[src/rtl/screen_sequencer_pkg.sv]
// screen_sequencer_pkg: screen state encoding, default frame counts and counter sizing
package screen_sequencer_pkg;
  typedef enum logic [2:0] {TITLE, BLANK_TO_GAME, GAME, BLANK_TO_END, HIGHSCORE} state_t;
  localparam int BLANK_FRAMES_DEF = 30;
  localparam int HS_FRAMES_DEF = 300;
  function automatic int cnt_width(input int a, input int b);
    return $clog2((a > b ? a : b) + 1);
  endfunction
endpackage

[src/rtl/screen_sequencer_frame_timer.sv]
// frame_timer: saturating vsync frame counter with clear and terminal-count flag
module frame_timer #(
  parameter int W = 9
) (
  input  logic         pclk,
  input  logic         rst_n,
  input  logic         clr,
  input  logic         tick,
  input  logic [W-1:0] limit,
  output logic         tc
);
  localparam logic [W-1:0] ONE = W'(1);
  logic [W-1:0] cnt_q, cnt_d;
  always_comb begin
    cnt_d = clr ? '0 : (tick && cnt_q < limit) ? cnt_q + ONE : cnt_q;
  end
  // tc flags the tick that completes the count, so the caller moves on that same edge
  assign tc = tick && cnt_q >= limit - ONE;
  always_ff @(posedge pclk or negedge rst_n)
    if (!rst_n) cnt_q <= '0;
    else cnt_q <= cnt_d;
endmodule

[src/rtl/screen_sequencer.sv]
// screen_sequencer: title/game/high-score screen FSM; define SCREEN_ATTRACT_EN for idle-title attract mode
module screen_sequencer
  import screen_sequencer_pkg::*;
#(
  parameter int BLANK_FRAMES = BLANK_FRAMES_DEF,
  parameter int HS_FRAMES    = HS_FRAMES_DEF,
  parameter int SCORE_W      = 16
) (
  input  logic               pclk,
  input  logic               rst_n,
  input  logic               vsync_tick,
  input  logic               btn_start,
  input  logic               game_over,
  input  logic [SCORE_W-1:0] score,
  output logic               title_sel,
  output logic               game_sel,
  output logic               highscore_sel,
  output logic               wait_sel,
  output logic               game_rst,
  output logic [SCORE_W-1:0] best_score,
  output logic               new_record
);
  localparam int W = cnt_width(BLANK_FRAMES, HS_FRAMES);
  state_t state_q, state_d;
  logic btn_q, btn_d, rec_q, rec_d, game_rst_q, game_rst_d, new_record_q, new_record_d;
  logic tc, start_rise;
  logic [SCORE_W-1:0] best_q, best_d;
  logic [3:0] sel_q, sel_d;
  logic [W-1:0] limit;
  assign start_rise = btn_start && !btn_q;
  assign limit = (state_q == TITLE || state_q == HIGHSCORE) ? W'(HS_FRAMES) : W'(BLANK_FRAMES);
  frame_timer #(.W(W)) u_timer (
    .pclk  (pclk),
    .rst_n (rst_n),
    .clr   (state_d != state_q),
    .tick  (vsync_tick),
    .limit (limit),
    .tc    (tc)
  );
  always_comb begin
    state_d = state_q;
    best_d = best_q;
    rec_d = rec_q;
    btn_d = btn_start;
    case (state_q)
      TITLE: state_d = start_rise ? BLANK_TO_GAME :
`ifdef SCREEN_ATTRACT_EN
                       tc ? HIGHSCORE :
`endif
                       TITLE;
      BLANK_TO_GAME: state_d = tc ? GAME : BLANK_TO_GAME;
      GAME: if (game_over) begin
        state_d = BLANK_TO_END;
        if (score > best_q) begin
          best_d = score;
          rec_d = 1'b1;
        end
      end
      BLANK_TO_END: state_d = tc ? (rec_q ? HIGHSCORE : TITLE) : BLANK_TO_END;
      HIGHSCORE: if (tc || start_rise) begin
        state_d = TITLE;
        rec_d = 1'b0;
      end
      default: state_d = TITLE;
    endcase
    sel_d = {state_d == TITLE, state_d == GAME, state_d == HIGHSCORE,
             state_d == BLANK_TO_GAME || state_d == BLANK_TO_END};
    game_rst_d = state_q == BLANK_TO_GAME && state_d == GAME;
    new_record_d = state_d == HIGHSCORE && rec_d;
  end
  always_ff @(posedge pclk or negedge rst_n)
    if (!rst_n) begin
      state_q <= TITLE;
      btn_q <= 1'b0;
      best_q <= '0;
      rec_q <= 1'b0;
      sel_q <= 4'b1000;
      game_rst_q <= 1'b0;
      new_record_q <= 1'b0;
    end else begin
      state_q <= state_d;
      btn_q <= btn_d;
      best_q <= best_d;
      rec_q <= rec_d;
      sel_q <= sel_d;
      game_rst_q <= game_rst_d;
      new_record_q <= new_record_d;
    end
  assign {title_sel, game_sel, highscore_sel, wait_sel} = sel_q;
  assign game_rst = game_rst_q;
  assign best_score = best_q;
  assign new_record = new_record_q;
endmodule

[config.mk]
export PLATFORM = sky130hd
export DESIGN_NAME = screen_sequencer
export DESIGN_NICKNAME = d
export VERILOG_FILES = /design/src/rtl/screen_sequencer_pkg.sv /design/src/rtl/screen_sequencer_frame_timer.sv /design/src/rtl/screen_sequencer.sv
export SDC_FILE = /design/constraint.sdc
export NUM_CORES = 1
export LEC_CHECK = 0
export CELL_PAD_IN_SITES_DETAIL_PLACEMENT = 1
export CELL_PAD_IN_SITES_GLOBAL_PLACEMENT = 1
export CORE_AREA = 3 3 80 82
export CTS_CLUSTER_SIZE = 16
export DETAILED_ROUTE_END_ITERATION = 6
export DIE_AREA = 0 0 83 85
export MAX_ROUTING_LAYER = met4
export PLACE_DENSITY = 0.78
export SLEW_MARGIN = 20
export SYNTH_ARGS = -nofsm -noshare
export SYNTH_HDL_FRONTEND = slang
export SYNTH_SLANG_ARGS = --single-unit
[constraint.sdc]
create_clock -name pclk -period 4.4 [get_ports pclk]
set_clock_uncertainty 0.2 [all_clocks]
set_input_delay 1.1 -clock pclk [delete_from_list [all_inputs] [get_ports pclk]]
set_output_delay 1.1 -clock pclk [all_outputs]
set_load 0.02 [all_outputs]
==> out/qor.yml <==
outcome:
  status: "finished, final reports clean"
yosys:
  synth_cell_type_count: 56
  ys_warn_count: 0
  synth_ff_type: "dfrtp_1"
  syn_area_per_cell_um2: 11.0
  synth.largest_area_cell: "dfrtp_1"
  syn_inst: 207
  syn-num-nets: 247
  ys_seq_area_share_pct: 39.7
  async_flop_share_pct: 100
  syn-cell-area_um2: 2270
  synth_top_area_share_pct: 38.6
  synthTopCellsByArea: "dfrtp_1, ha_1, mux2_4, mux2_2, inv_1"
  ys_ff_latch: 36
  synth_edf_count: 0
worst_setup_path:
  r2r-end: "u_timer.cnt_q[6]"
  path_max_fanout: 10
  rrSetupSlack_ps: 1320
  r2r_start: "state_q[0]"
  r2r_cells: 8
  arrival_ps: 3590
  startpoint_type: "input pin"
  end_kind: "register"
  crit_slowest_cell: "o31ai_4"
  critPathBufInv: 2
  critPathKind: "in2reg"
  cp_cell_sequence: "clkdlybuf4s50_1, ha_1, nand4_1, nor2_1, a221o_1, o31ai_4, buf_4, mux2_4"
  cp_top_family: "compound AO/OA/AOI/OAI gates"
  cp_data_required_time_ps: 4380
  cp_slowest_stage_delay_ps: 500
cts:
  cts_inserted_buffers: 5
  worstSkewPairLatency_ps: 290
  cts_tree: "yes"
  clockBufferDepth: 2
  clkTransAtPathRegs_ps: 70
  cts_post_setup_buffers_inserted: 0
  htreeDepth: 2
  cts_sinks: 36
  cts_resized: 0
  ctsHoldBuffers: 0
  cts-root-buf: "clkbuf_8"
min_path:
  min_path_cells: 1
  hold_class: "reg2reg"
  hp-start: "best_score[0]"
  whs_endpoint: "best_score[0]"
route:
  drt-pass1-iter-count: 4
  drc_errors: 0
  wl_mm: 5.15
  ant_nets: 0
  viasPerCell: 5.43
  wl_per_cell_um: 15.8
  drt_iter0_drc: 45
  vias: 1766
grt:
  grt_max_degree: 37
  antenna_found_initial: 0
  grt_pass1_wl_mm: 9.10
  overflow: 0
  grtUsageTotal_pct: 16.3
  grt_pass1_vias: 1903
die:
  die_area_um2: 7060
  initial_core_util_pct: 39.0
  dieHeight_um: 85
  ioPinCount: 43
  core_area_um2: 5820
  rows: 28
  die_w_um: 83
layout:
  register_area_um2: 902
  syn_to_final_growth_pct: 25.9
  final_cell_mix: "clkdlybuf4s50_1, dfrtp_1, inv_1, ha_1, nor3_1"
  multi_input_area_um2: 1220
  drive_above_1_share_pct: 15.6
  nNetsFinal: 289
  utilization_pct: 49.1
  final_common_cell: "clkdlybuf4s50_1"
  n_antenna_cell: 0
  fillers: 644
placement:
  dp_hpwl_mm: 3.95
  port-buffer-count: 42
  gp_congestion: 0.818
timing:
  slew_headroom_pct: 58.9
  drv_slew: 0
  tns_ps: 0
  worstMarginPinSlew_ps: 617
  fmax_mhz: 277
  hold_violations: 0
  fin_crit_sh_pct: 82.1
  setup_viol: 0
  rsz0062_at_grt: "no"
  fin_crit_ps: 3610
pwr:
  power_density_nw_per_um2: 625
  power.leakage_nw: 1.23
  vdd_drop_max_v: 0.000253
  finalPower_mw: 1.79
job:
  maxCapViolCount: 0
cell type report:
cell class,count,area share [%]
Sequential cell,36,31.6
Clock buffer,7,3.37
Inverter,21,2.76
Multi-Input combinational cell,141,42.7
Timing Repair Buffer,44,15.2
Tap cell,75,3.28
Clock inverter,1,1.05
cell families after synthesis:
family / share of synthesized area (%)
buf+inv: 6.45
compound gates: 16.6
mux: 11.1
simple gates: 14.1
fa+ha+maj: 10.5
xor+xnor: 1.54
flops: 39.7
per-layer routing:
layer  track usage (%)  up-vias  wire length, um
met5                 -        -                0
met4              4.46        0               46
met3              3.11        4              199
met2              28.6       41             2640
met1              19.0      866             2260
li1                  -      855                -
worst max-delay path by stage:
| stage | startpoint | end | cells past startpoint |
|---|---|---|---|
| 6_report | score[13] | best_score[8] | 8 |
| 3_5_place_dp | score[13] | best_score[8] | 8 |
| 2_1_floorplan | score[7] | best_score[10] | 7 |
| 4_1_cts | score[13] | best_score[8] | 8 |
| 3_3_place_gp | score[5] | best_score[9] | 8 |
| 5_1_grt | score[9] | best_score[8] | 8 |
metrics by stage:
stage	setup slack, ps	instance area (um^2)	std cells	hold slack [ps]
floorplan	1200	2270	207	302
global placement	509	2730	317	314
detailed placement	455	2730	317	327
CTS	758	2860	325	343
global route	667	2860	325	362
finish	788	2860	325	341
where the power goes:
group | switching (mW) | total, mW | internal, mW
clock network | 0.123 | 0.323 | 0.200
registers | 0.143 | 0.596 | 0.453
logic | 0.431 | 0.866 | 0.435
state kept, by name, indices dropped and copies added (netlist names):
signal,count
best_score,16
u_timer.cnt_q,9
sel_q,4
state_q,3
btn_q,1
game_rst,1
new_record,1
rec_q,1
synth_stat cells (4+ instances only):
cell type / number
dfrtp_1: 35
a31oi_1: 4
and4_1: 4
nand2_1: 5
nor2_1: 4
ha_1: 19
inv_1: 21
mux2_4: 8
o21ai_0: 4
a211oi_1: 7
a21oi_1: 8
mux2_2: 9
xnor2_1: 4
nand4_1: 4
nor3_1: 11
nand3_1: 6
Note: power is estimated with default switching activity, not from simulation.
